File: config.mk
export PLATFORM = sky130hd
export DESIGN_NAME = counter_ext_flat
export DESIGN_NICKNAME = d
export VERILOG_FILES = /design/src/rtl/counter_ext_if.sv /design/src/rtl/counter_ext.sv /design/src/flat_wrapper.sv
export SDC_FILE = /design/constraint.sdc
export NUM_CORES = 1
export LEC_CHECK = 0
export BUFFER_PORTS_ARGS = -buffer_cell sky130_fd_sc_hd__buf_2
export CORE_MARGIN = 2
export CORE_UTILIZATION = 29
export DETAILED_ROUTE_END_ITERATION = 10
export MAX_ROUTING_LAYER = met4
export PLACE_DENSITY_LB_ADDON = 0.3
export SYNTH_ARGS = -nofsm -noshare
export SYNTH_HDL_FRONTEND = slang
export SYNTH_SLANG_ARGS = --single-unit
File: constraint.sdc
create_clock -name clk -period 2.4 [get_ports clk]
set_input_delay 0 -clock clk [delete_from_list [all_inputs] [get_ports clk]]
set_output_delay 0 -clock clk [all_outputs]
set_load 0.03 [all_outputs]
File: src/rtl/counter_ext_if.sv
// Control and status bundle for counter_ext: the master drives the controls,
// the counter (slave) returns count, tc and ovf.
interface counter_ext_if #(
  parameter int WIDTH = 8
);
  logic             en;
  logic             up;
  logic             clr;
  logic             load;
  logic [WIDTH-1:0] load_val;
  logic [WIDTH-1:0] count;
  logic             tc;
  logic             ovf;

  modport master (
    output en, up, clr, load, load_val,
    input  count, tc, ovf
  );

  modport slave (
    input  en, up, clr, load, load_val,
    output count, tc, ovf
  );
endinterface

File: src/rtl/counter_ext.sv
// Parametrised up/down counter with programmable modulus, wrap or saturate mode,
// a registered terminal-count pulse and a sticky overflow flag.
module counter_ext #(
  parameter int WIDTH     = 8,
  parameter int MAX_VAL   = 255,
  parameter int RESET_VAL = 0,
  parameter int STEP      = 1,
  parameter int SATURATE  = 0
) (
  input  logic          clk,
  input  logic          rst_n,
  counter_ext_if.slave  bus
);

  // One extra bit so count+STEP and count+MAX_VAL+1 never overflow.
  typedef logic [WIDTH:0] ext_t;

  localparam ext_t             MAX_EXT   = ext_t'(MAX_VAL);
  localparam ext_t             MOD_EXT   = ext_t'(MAX_VAL + 1);
  localparam ext_t             STEP_EXT  = ext_t'(STEP);
  localparam logic [WIDTH-1:0] MAX_CNT   = WIDTH'(MAX_VAL);
  localparam logic [WIDTH-1:0] RESET_CNT = WIDTH'(RESET_VAL);

  logic [WIDTH-1:0] count_q, count_d;
  logic             tc_q, tc_d;
  logic             ovf_q, ovf_d;
  ext_t             count_ext;
  ext_t             sum_ext;

  always_comb begin
    count_ext = {1'b0, count_q};
    sum_ext   = count_ext + STEP_EXT;
    count_d   = count_q;
    tc_d      = 1'b0;
    ovf_d     = ovf_q;

    if (bus.clr) begin
      count_d = RESET_CNT;
      ovf_d   = 1'b0;
    end else if (bus.load) begin
      if ({1'b0, bus.load_val} > MAX_EXT) begin
        count_d = MAX_CNT;
      end else begin
        count_d = bus.load_val;
      end
    end else if (bus.en) begin
      if (bus.up) begin
        if (sum_ext <= MAX_EXT) begin
          count_d = WIDTH'(sum_ext);
        end else if (SATURATE == 0) begin
          count_d = WIDTH'(sum_ext - MOD_EXT);
          tc_d    = 1'b1;
          ovf_d   = 1'b1;
        end else begin
          // Sitting at the ceiling is not a new crossing.
          count_d = MAX_CNT;
          if (count_q != MAX_CNT) begin
            tc_d  = 1'b1;
            ovf_d = 1'b1;
          end
        end
      end else begin
        if (count_ext >= STEP_EXT) begin
          count_d = WIDTH'(count_ext - STEP_EXT);
        end else if (SATURATE == 0) begin
          count_d = WIDTH'(count_ext + MOD_EXT - STEP_EXT);
          tc_d    = 1'b1;
          ovf_d   = 1'b1;
        end else begin
          count_d = '0;
          if (count_q != '0) begin
            tc_d  = 1'b1;
            ovf_d = 1'b1;
          end
        end
      end
    end
  end

  always_ff @(posedge clk or negedge rst_n) begin
    if (!rst_n) begin
      count_q <= RESET_CNT;
      tc_q    <= 1'b0;
      ovf_q   <= 1'b0;
    end else begin
      count_q <= count_d;
      tc_q    <= tc_d;
      ovf_q   <= ovf_d;
    end
  end

  assign bus.count = count_q;
  assign bus.tc    = tc_q;
  assign bus.ovf   = ovf_q;

endmodule

File: src/flat_wrapper.sv
// flat-port wrapper written by rule: the top's interface ports become plain ports
module counter_ext_flat 
#(
  parameter int WIDTH     = 8,
  parameter int MAX_VAL   = 255,
  parameter int RESET_VAL = 0,
  parameter int STEP      = 1,
  parameter int SATURATE  = 0
)
  (clk, rst_n, bus_en, bus_up, bus_clr, bus_load, bus_load_val, bus_count, bus_tc, bus_ovf);
  counter_ext_if #(.WIDTH(WIDTH)) bus_i ();
  input  logic clk;
  input  logic rst_n;
  input wire logic [$bits(bus_i.en)-1:0] bus_en;
  input wire logic [$bits(bus_i.up)-1:0] bus_up;
  input wire logic [$bits(bus_i.clr)-1:0] bus_clr;
  input wire logic [$bits(bus_i.load)-1:0] bus_load;
  input wire logic [$bits(bus_i.load_val)-1:0] bus_load_val;
  output wire logic [$bits(bus_i.count)-1:0] bus_count;
  output wire logic [$bits(bus_i.tc)-1:0] bus_tc;
  output wire logic [$bits(bus_i.ovf)-1:0] bus_ovf;
  assign bus_i.en = bus_en;
  assign bus_i.up = bus_up;
  assign bus_i.clr = bus_clr;
  assign bus_i.load = bus_load;
  assign bus_i.load_val = bus_load_val;
  assign bus_count = bus_i.count;
  assign bus_tc = bus_i.tc;
  assign bus_ovf = bus_i.ovf;
  counter_ext #(.WIDTH(WIDTH), .MAX_VAL(MAX_VAL), .RESET_VAL(RESET_VAL), .STEP(STEP), .SATURATE(SATURATE)) u_core (.clk(clk), .rst_n(rst_n), .bus(bus_i));
endmodule
==> run summary, run 1 <==
Critical Path AT: 2270 ps
Largest net degree at the start of global routing: 15
CTS max path bufs: 2
Final min period: 2060 ps
Type of the worst min-delay path: in2reg
DR pass1 iterations: 5
Die area: 0.00334 mm2
Max FO, Critical Path: 9
# hold bufs at CTS: 6
Die W: 57.8 um
I/O pin cnt: 24
Max-cap violations: 0
Setup TNS: 0 ps
Clock root buffer master: clkbuf_4
Clock Skew: 0.420 ps
Dpl hpwl: 1550 um
Clock Sinks: 10
Area growth syn-to-layout: 26.1%
Post-synth top flop: dfrtp_1
Vias: 853
Vias/cell: 5.43
Max_slew headroom: 71.7%
Synth Cell Area: 840 um2
DR iter-0 viols: 17
CP Buf/Inv Count: 0
Period utilisation layout: 85.8%
Port Buffers: 23
Initial Util: 30.4%
# DRC: 0
Leakage: 0.000493 uW
Area leader, netlist: dfrtp_1
Endpoints failing setup: 0
Worst-path clk slew: 70 ps
Power per cell area: 479 mW/mm2
Mapped Nets: 119
Crit-path max cell delay: 500 ps
Status: completed
Nets@finish: 145
Critical path class: reg2reg
Synth warnings: 0
Later-pin clock latency in the skew report: 270 ps
WL per Instance: 13.2 um
Core area: 0.00276 mm2
CTS H-tree lvls: 1
Setup ws final: 340 ps
Worst endpoint required time: 2610 ps
Vias in the first global route: 807
Setup crit end kind: flop
Tightest Pin Transition: 419 ps
Synth Area per Inst: 8.31 um2
Power Total: 507 uW
Crit path max-delay cell type: dfrtp_1
Number of synthesized flops with an enable pin: 0
Synth top area cells: dfrtp_1 30%, xnor2_1 8.3%, ha_1 6.0%
Async SR Flop Fraction: 100%
Worst Setup Start Kind: flop
Hold_ws: 25.2 ps
RSZ-0062 raised after global routing: no
First-pass GRT wire length: 3630 um
Final Hold Vio Count: 0
Die Span Y: 57.8 um
GRT overflow: 0
Num CTS Buffers: 3
Unique masters post-synth: 37
Fmax: 485 MHz
Setup WS pre-CTS: 371 ps
Yosys reg bits: 10
Layout cells sized above 1: 23.0%
Crit-path leading delay family: simple AND/OR/NAND/NOR gates
Sequential element share of the synthesized area: 29.8%
Setup Buffers After CTS: 0
Ant diodes: 0
Fin. max-slew vios: 0
Post-CTS Resized: 0
# rows: 19
Post-DRT Antenna Nets: 0
VDD IR max: 0.323 mV
GRT Overall Usage: 14.5%
Synth top area share: 29.8%
Initial antenna violation count: 0
Gp weighted congestion: 0.833
Drt total wl: 2070 um
Post-Synthesis Cells: 101
CTS tree: yes
Crit-path cells: ha_1 > nand2_1 > or4b_1 > a311o_1 > a21oi_1 > o31a_1
[area by class of cell]
cell class                 count  area, um2
fill                         284       1700
inverter                       6       22.5
clock buffer                   4       36.3
multi-input combinational     77        536
sequential                    10        250
tap                           31       38.8
timing repair buffer          29        175
[metrics by stage]
step                std cells  area, um2  util, %
floorplan                 101        840        -
global placement          147        962     34.9
detailed placement        147        962     34.9
CTS                       157       1060     38.4
global route              157       1060     38.4
finish                    157       1060     38.4
[cells by family (layout without fill, tap and decap cells)]
kind of cell / Yosys count / in the layout / share of synthesized area (%)
adder cells (fa/ha/maj): 4 / 4 / 5.96
multiplexers: 5 / 5 / 6.11
XOR/XNOR: 9 / 9 / 9.39
AO/OA/AOI/OAI: 19 / 19 / 15.4
buffers and inverters: 14 / 39 / 6.41
AND/OR/NAND/NOR: 40 / 40 / 27.0
flip-flops: 10 / 10 / 29.8
[path summary, 6_finish.rpt]
path,start,end,slack (ps),cells past startpoint
max,u_core.bus.count[0],u_core.bus.tc,340,6
min,bus_clr,u_core.bus.count[0],30,2
min reg2reg,u_core.bus.ovf,u_core.bus.ovf,490,1
max in group asynchronous,rst_n,u_core.bus.ovf,2080,2
min in group asynchronous,rst_n,u_core.bus.count[2],120,2
max reg2reg,u_core.bus.count[0],u_core.bus.tc,340,6
[cell usage in the layout, fill, tap and decap left out, types with 5 or more instances in the layout]
cell type / n
nand2_1: 5
buf_2: 23
a21oi_1: 5
nand3_1: 5
dfrtp_1: 10
nor2_1: 10
dlygate4sd3_1: 6
xnor2_1: 8
inv_1: 6
[sequential cells by signal, indices dropped and copies added (netlist names)]
| signal | flops |
|---|---|
| u_core.bus.count | 8 |
| u_core.bus.ovf | 1 |
| u_core.bus.tc | 1 |
[synth_stat cells (all sizes together), types with 2 or more instances]
cell,count
dfrtp,10
nand4,3
o21a,2
inv,6
nand3,5
nor3b,2
ha,4
a21oi,5
nand4b,2
o21ai,3
nor3,3
mux2i,4
nor4b,2
buf,4
or4,2
xnor2,8
nor2,10
nand2,5
clkbuf,4
[report_power, final]
part | switching [uW] | internal [uW]
combinational | 80.5 | 65.5
clock | 61.3 | 92.3
sequential | 27.9 | 180
total | 170 | 337
[worst reg2reg max path, delay by kind of cell (launching register included)]
kind | cells | cell delay [ps]
and+or+nand+nor | 2 | 590
DFF | 1 | 500
adders and majority gates | 1 | 310
AOI/OAI and AO/OA | 3 | 590
[metal layers]
metal | vias to the layer above | GRT usage, % | wire length, um
met1 | 413 | 17.2 | 896
li1 | 413 | - | -
met3 | 6 | 3.35 | 88
met4 | 0 | 4.98 | 36
met2 | 21 | 24.0 | 1050
met5 | - | - | 0
No activity file was read; power rests on OpenSTA's default activity.
==> run 2, diff against run 1 <==
BUFFER_PORTS_ARGS = not set   (was -buffer_cell sky130_fd_sc_hd__buf_2)
DONT_BUFFER_PORTS = 1   (was not set)
HOLD_SLACK_MARGIN = 0.05   (was not set)
==> run summary, run 2 (synthesized netlist as in run 1, its figures left out) <==
Status: completed
Ant diodes: 0
Largest net degree at the start of global routing: 14
Initial Util: 30.4%
Fin. max-slew vios: 0
Vias/cell: 5.68
Setup TNS: 0 ps
I/O pin cnt: 24
Gp weighted congestion: 0.768
CTS max path bufs: 2
Dpl hpwl: 1490 um
Nets@finish: 134
# hold bufs at CTS: 14
Final Hold Vio Count: 0
# rows: 19
Leakage: 0.000439 uW
Design area: 0.00104 mm2
Max_slew headroom: 59.7%
GRT Overall Usage: 14.9%
Setup Buffers After CTS: 0
Worst Setup Start Kind: flop
Post-CTS Resized: 0
Clock Skew: 3.11 ps
CTS tree: yes
Layout cells sized above 1: 7.89%
Max FO, Critical Path: 9
Vias in the first global route: 855
DR pass1 iterations: 4
Filler cells: 282
CTS H-tree lvls: 1
Critical path class: reg2reg
DR iter-0 viols: 25
WL per Instance: 14.8 um
Vias: 823
Post-DRT Antenna Nets: 0
Die W: 57.8 um
GRT overflow: 0
Power per cell area: 454 mW/mm2
RSZ-0062 raised after global routing: no
Max FFs per register: 8
Type of the worst min-delay path: in2reg
Worst-path clk slew: 70 ps
First-pass GRT wire length: 3710 um
Period utilisation layout: 92.8%
Later-pin clock latency in the skew report: 270 ps
Clock root buffer master: clkbuf_4
Final min period: 2230 ps
Num CTS Buffers: 3
Endpoints failing setup: 0
Clock Sinks: 10
Die area: 0.00334 mm2
Critical Path AT: 2380 ps
Most frequent cells in the layout: 14 x dlygate4sd3_1, 10 x nor2_1, 10 x dfrtp_1
Worst endpoint required time: 2550 ps
Max-cap violations: 0
Most common cell after layout, fill and taps aside: dlygate4sd3_1
# DRC: 0
Core area: 0.00276 mm2
Die Span Y: 57.8 um
VDD IR max: 0.261 mV
Initial antenna violation count: 0
Setup crit end kind: flop
Area growth syn-to-layout: 23.8%
Fmax: 449 MHz
Drt total wl: 2150 um
Port Buffers: 0
Area after DPL: 877 um2
Tightest Pin Transition: 605 ps
==> run 2: cell count changes in the layout (fill, tap and decap cells not counted), sizes merged <==
| cell | delta |
|---|---|
| dlygate4sd3 | +8 |
| clkbuf | -1 |
| buf | -19 |
==> run 2: final timing paths <==
check / end / start / cells past startpoint / slack [ps]
min reg2reg: u_core.bus.ovf / u_core.bus.ovf / 1 / 730
max: u_core.bus.count[4] / u_core.bus.count[0] / 8 / 170
max reg2reg: u_core.bus.count[4] / u_core.bus.count[0] / 8 / 170
min in group asynchronous: u_core.bus.count[5] / rst_n / 1 / 120
min: u_core.bus.count[7] / bus_en / 3 / 50
max in group asynchronous: u_core.bus.count[4] / rst_n / 1 / 1950
==> run 2: critical path, cell delays in order, from the launching register on <==
cell	delay [ps]
dfrtp_1	520
inv_1	130
ha_1	260
nor4b_1	150
o21ai_0	230
xnor2_1	100
mux2i_1	140
nor2_1	50
dlygate4sd3_1	560
==> run 2: area by class of cell <==
type / instances / area (um2) / share of cell area [%]
inverter: 6 / 22.5 / 2.17
timing repair buffer: 18 / 170 / 16.4
clock buffer: 3 / 22.5 / 2.17
sequential: 10 / 250 / 24.1
tap: 31 / 38.8 / 3.73
multi-input combinational: 77 / 536 / 51.5
==> run 2: where the power goes <==
group / internal [uW] / leakage (uW) / switching [uW]
Combinational: 69.0 / 0.000293 / 65.2
Sequential: 179 / 0.000132 / 38.5
Clock: 58.1 / 0.0000138 / 62.2
==> run 2: metal layers <==
layer / wire, um / vias to the layer above / track usage, %
met2: 1090 / 29 / 25.2
met3: 112 / 5 / 4.02
met4: 42 / 0 / 6.64
met1: 901 / 401 / 16.4
li1: - / 388 / -
met5: 0 / - / -
==> run 2: per-stage QoR <==
stage | cells | setup slack, ps | hold slack (ps) | power [uW] | util (%)
floorplan | 101 | 347 | -296 | 307 | -
global placement | 128 | 467 | -295 | 324 | 31.8
detailed placement | 128 | 414 | -295 | 323 | 31.8
CTS | 145 | 188 | 57.9 | 473 | 37.7
global route | 145 | 19.6 | 66.5 | 505 | 37.7
finish | 145 | 173 | 49.8 | 472 | 37.7
==> run 3, diff against run 2 <==
ABC_AREA = 1   (was not set)
==> run summary, run 3 <==
I/O pin cnt: 24
Die area: 0.00359 mm2
RSZ-0062 raised after global routing: no
Most frequent cell after synthesis: nand2_1
Die W: 59.9 um
Post-synth top flop: dfrtp_1
Worst-path clk slew: 70 ps
Nets@finish: 186
Fmax: 448 MHz
Synth Area per Inst: 6.13 um2
Clock root buffer master: clkbuf_4
Vias/cell: 5.26
Leakage: 0.000572 uW
Final core utilization: 38.3%
Dpl hpwl: 1850 um
First-pass GRT wire length: 4260 um
GRT overflow: 0
Mapped Nets: 166
CTS tree: yes
Max FFs per register: 8
Critical path class: reg2reg
Max FO, Critical Path: 7
Vias in the first global route: 945
Die Span Y: 59.9 um
Power per cell area: 476 mW/mm2
Most frequent cells in the layout: 45 x nand2_1, 21 x nand3_1, 19 x inv_1
Critical Path AT: 2430 ps
Synth Cell Area: 907 um2
CP Buf/Inv Count: 2
Setup crit end kind: flop
Initial Util: 30.2%
Later-pin clock latency in the skew report: 270 ps
WL per Instance: 12.8 um
Num CTS Buffers: 3
Setup TNS: 0 ps
DR iter-0 viols: 47
Final Hold Vio Count: 0
DP Cell Count: 177
Endpoints failing setup: 0
Crit-path leading delay family: buffers and inverters
Area growth syn-to-layout: 26.9%
Worst endpoint required time: 2600 ps
Simple-gate share of the synthesized area: 43.4%
Crit path max-delay cell type: dlygate4sd3_1
Layout cells sized above 1: 6.63%
Synth Area in XOR/XNOR: 0.966%
Async SR Flop Fraction: 100%
Power Total: 548 uW
Area leader, netlist: dfrtp_1
Synth warnings: 0
Post-Synthesis Cells: 148
Initial antenna violation count: 0
DR pass1 iterations: 4
Post-DRT Antenna Nets: 0
Max_slew headroom: 59.3%
Period utilisation layout: 93.0%
Most common cell after layout, fill and taps aside: nand2_1
Synth top area cells: dfrtp_1 28%, nand2_1 19%, nand3_1 12%
Number of synthesized flops with an enable pin: 0
Sequential element share of the synthesized area: 27.6%
Unique masters post-synth: 21
Crit-path max cell delay: 540 ps
Final min period: 2230 ps
Vias: 1,047
Compound-Gate Fraction of Synth Area: 12.0%
Max-cap violations: 0
Ant diodes: 0
Synth top area share: 27.6%
Largest family of logic cells by synthesized area: simple AND/OR/NAND/NOR gates
Status: completed
Worst Setup Start Kind: flop
Clock Skew: 4.65 ps
VDD IR max: 0.267 mV
Clock Sinks: 10
Post-synth top cells: 45 x nand2_1, 21 x nand3_1, 19 x inv_1, 16 x nor2_1, 10 x dfrtp_1
Largest net degree at the start of global routing: 14
Mux share of post-synthesis cell area: 0%
# rows: 20
Type of the worst min-delay path: in2async
Core area: 0.00300 mm2
CTS H-tree lvls: 1
Final Instance Count excl. Fillers: 199
Tightest Pin Transition: 608 ps
# DRC: 0
Port Buffers: 0
Gp weighted congestion: 0.877
Synth Area in Adders: 5.52%
Yosys reg bits: 10
CTS max path bufs: 2
Crit-path cells: inv_1 > ha_1 > nand3_1 > nor2_1 > nand3_1 > a21oi_2 > nand2_1 > nand2_1 > dlygate4sd3_1
Fin. max-slew vios: 0
GRT Overall Usage: 16.4%
Drt total wl: 2540 um
[run 3: path summary, 6_finish.rpt]
check	from	to	slack, ps	depth (start not counted)
max in group asynchronous	rst_n	u_core.bus.count[1]	1930	1
hold / removal	rst_n	u_core.bus.count[2]	120	1
hold reg to reg	u_core.bus.count[6]	u_core.bus.count[6]	790	2
setup / recovery	u_core.bus.count[0]	u_core.bus.ovf	170	9
setup reg to reg	u_core.bus.count[0]	u_core.bus.ovf	170	9
min in group clk	bus_up	u_core.bus.count[6]	130	4
[run 3: per-stage QoR]
stage | setup WS (ps) | cell area (um2) | hold slack (ps)
3_3_place_gp | 645 | 928 | -295
5_1_grt | 1.04 | 1150 | 171
3_5_place_dp | 588 | 928 | -295
4_1_cts | 33.4 | 1130 | 107
2_1_floorplan | 762 | 907 | -296
6_report | 169 | 1150 | 122
[run 3: repair_timing]
item                                    CTS  global route
endpoints found under the hold margin    20             0
hold buffers                             18             0
resized for setup                         0             4
endpoints found under the setup margin    0             4
buffers inserted                          0             1
[run 3: power by group]
group          switching (uW)  internal, uW
clock network            58.5          58.0
logic                    99.3          79.3
registers                67.6           185
[run 3: worst reg2reg max path: stages, from the launching register on]
cell and delay (ps):
dfrtp_2 510, inv_1 150, ha_1 210, nand3_1 120
nor2_1 180, nand3_1 160, a21oi_2 170, nand2_1 70
nand2_1 50, dlygate4sd3_1 540
[run 3: routing by layer]
metal / global-route usage [%] / part of all wire, % / up-vias
met4: 6.67 / 1.4 / 0
met5: - / 0 / -
li1: - / - / 520
met3: 2.81 / 5.5 / 4
met2: 27.5 / 49 / 30
met1: 19.4 / 44 / 493
[run 3: cells by family (layout without fill, tap and decap cells)]
logic type               count (synthesis)  count (layout)
adder cells (fa/ha/maj)                  4               4
flip-flops                              10              10
AO/OA/AOI/OAI                           19              19
AND/OR/NAND/NOR                         90              90
XOR/XNOR                                 1               1
buffers and inverters                   24              42
[run 3: area by class of cell]
type / count / area, um2
fillers: 315 / 1850
multi-input cells: 114 / 566
flip-flops and latches: 10 / 254
repair buffers: 19 / 193
inverters: 20 / 75.1
well taps: 33 / 41.3
clock buffers: 3 / 22.5
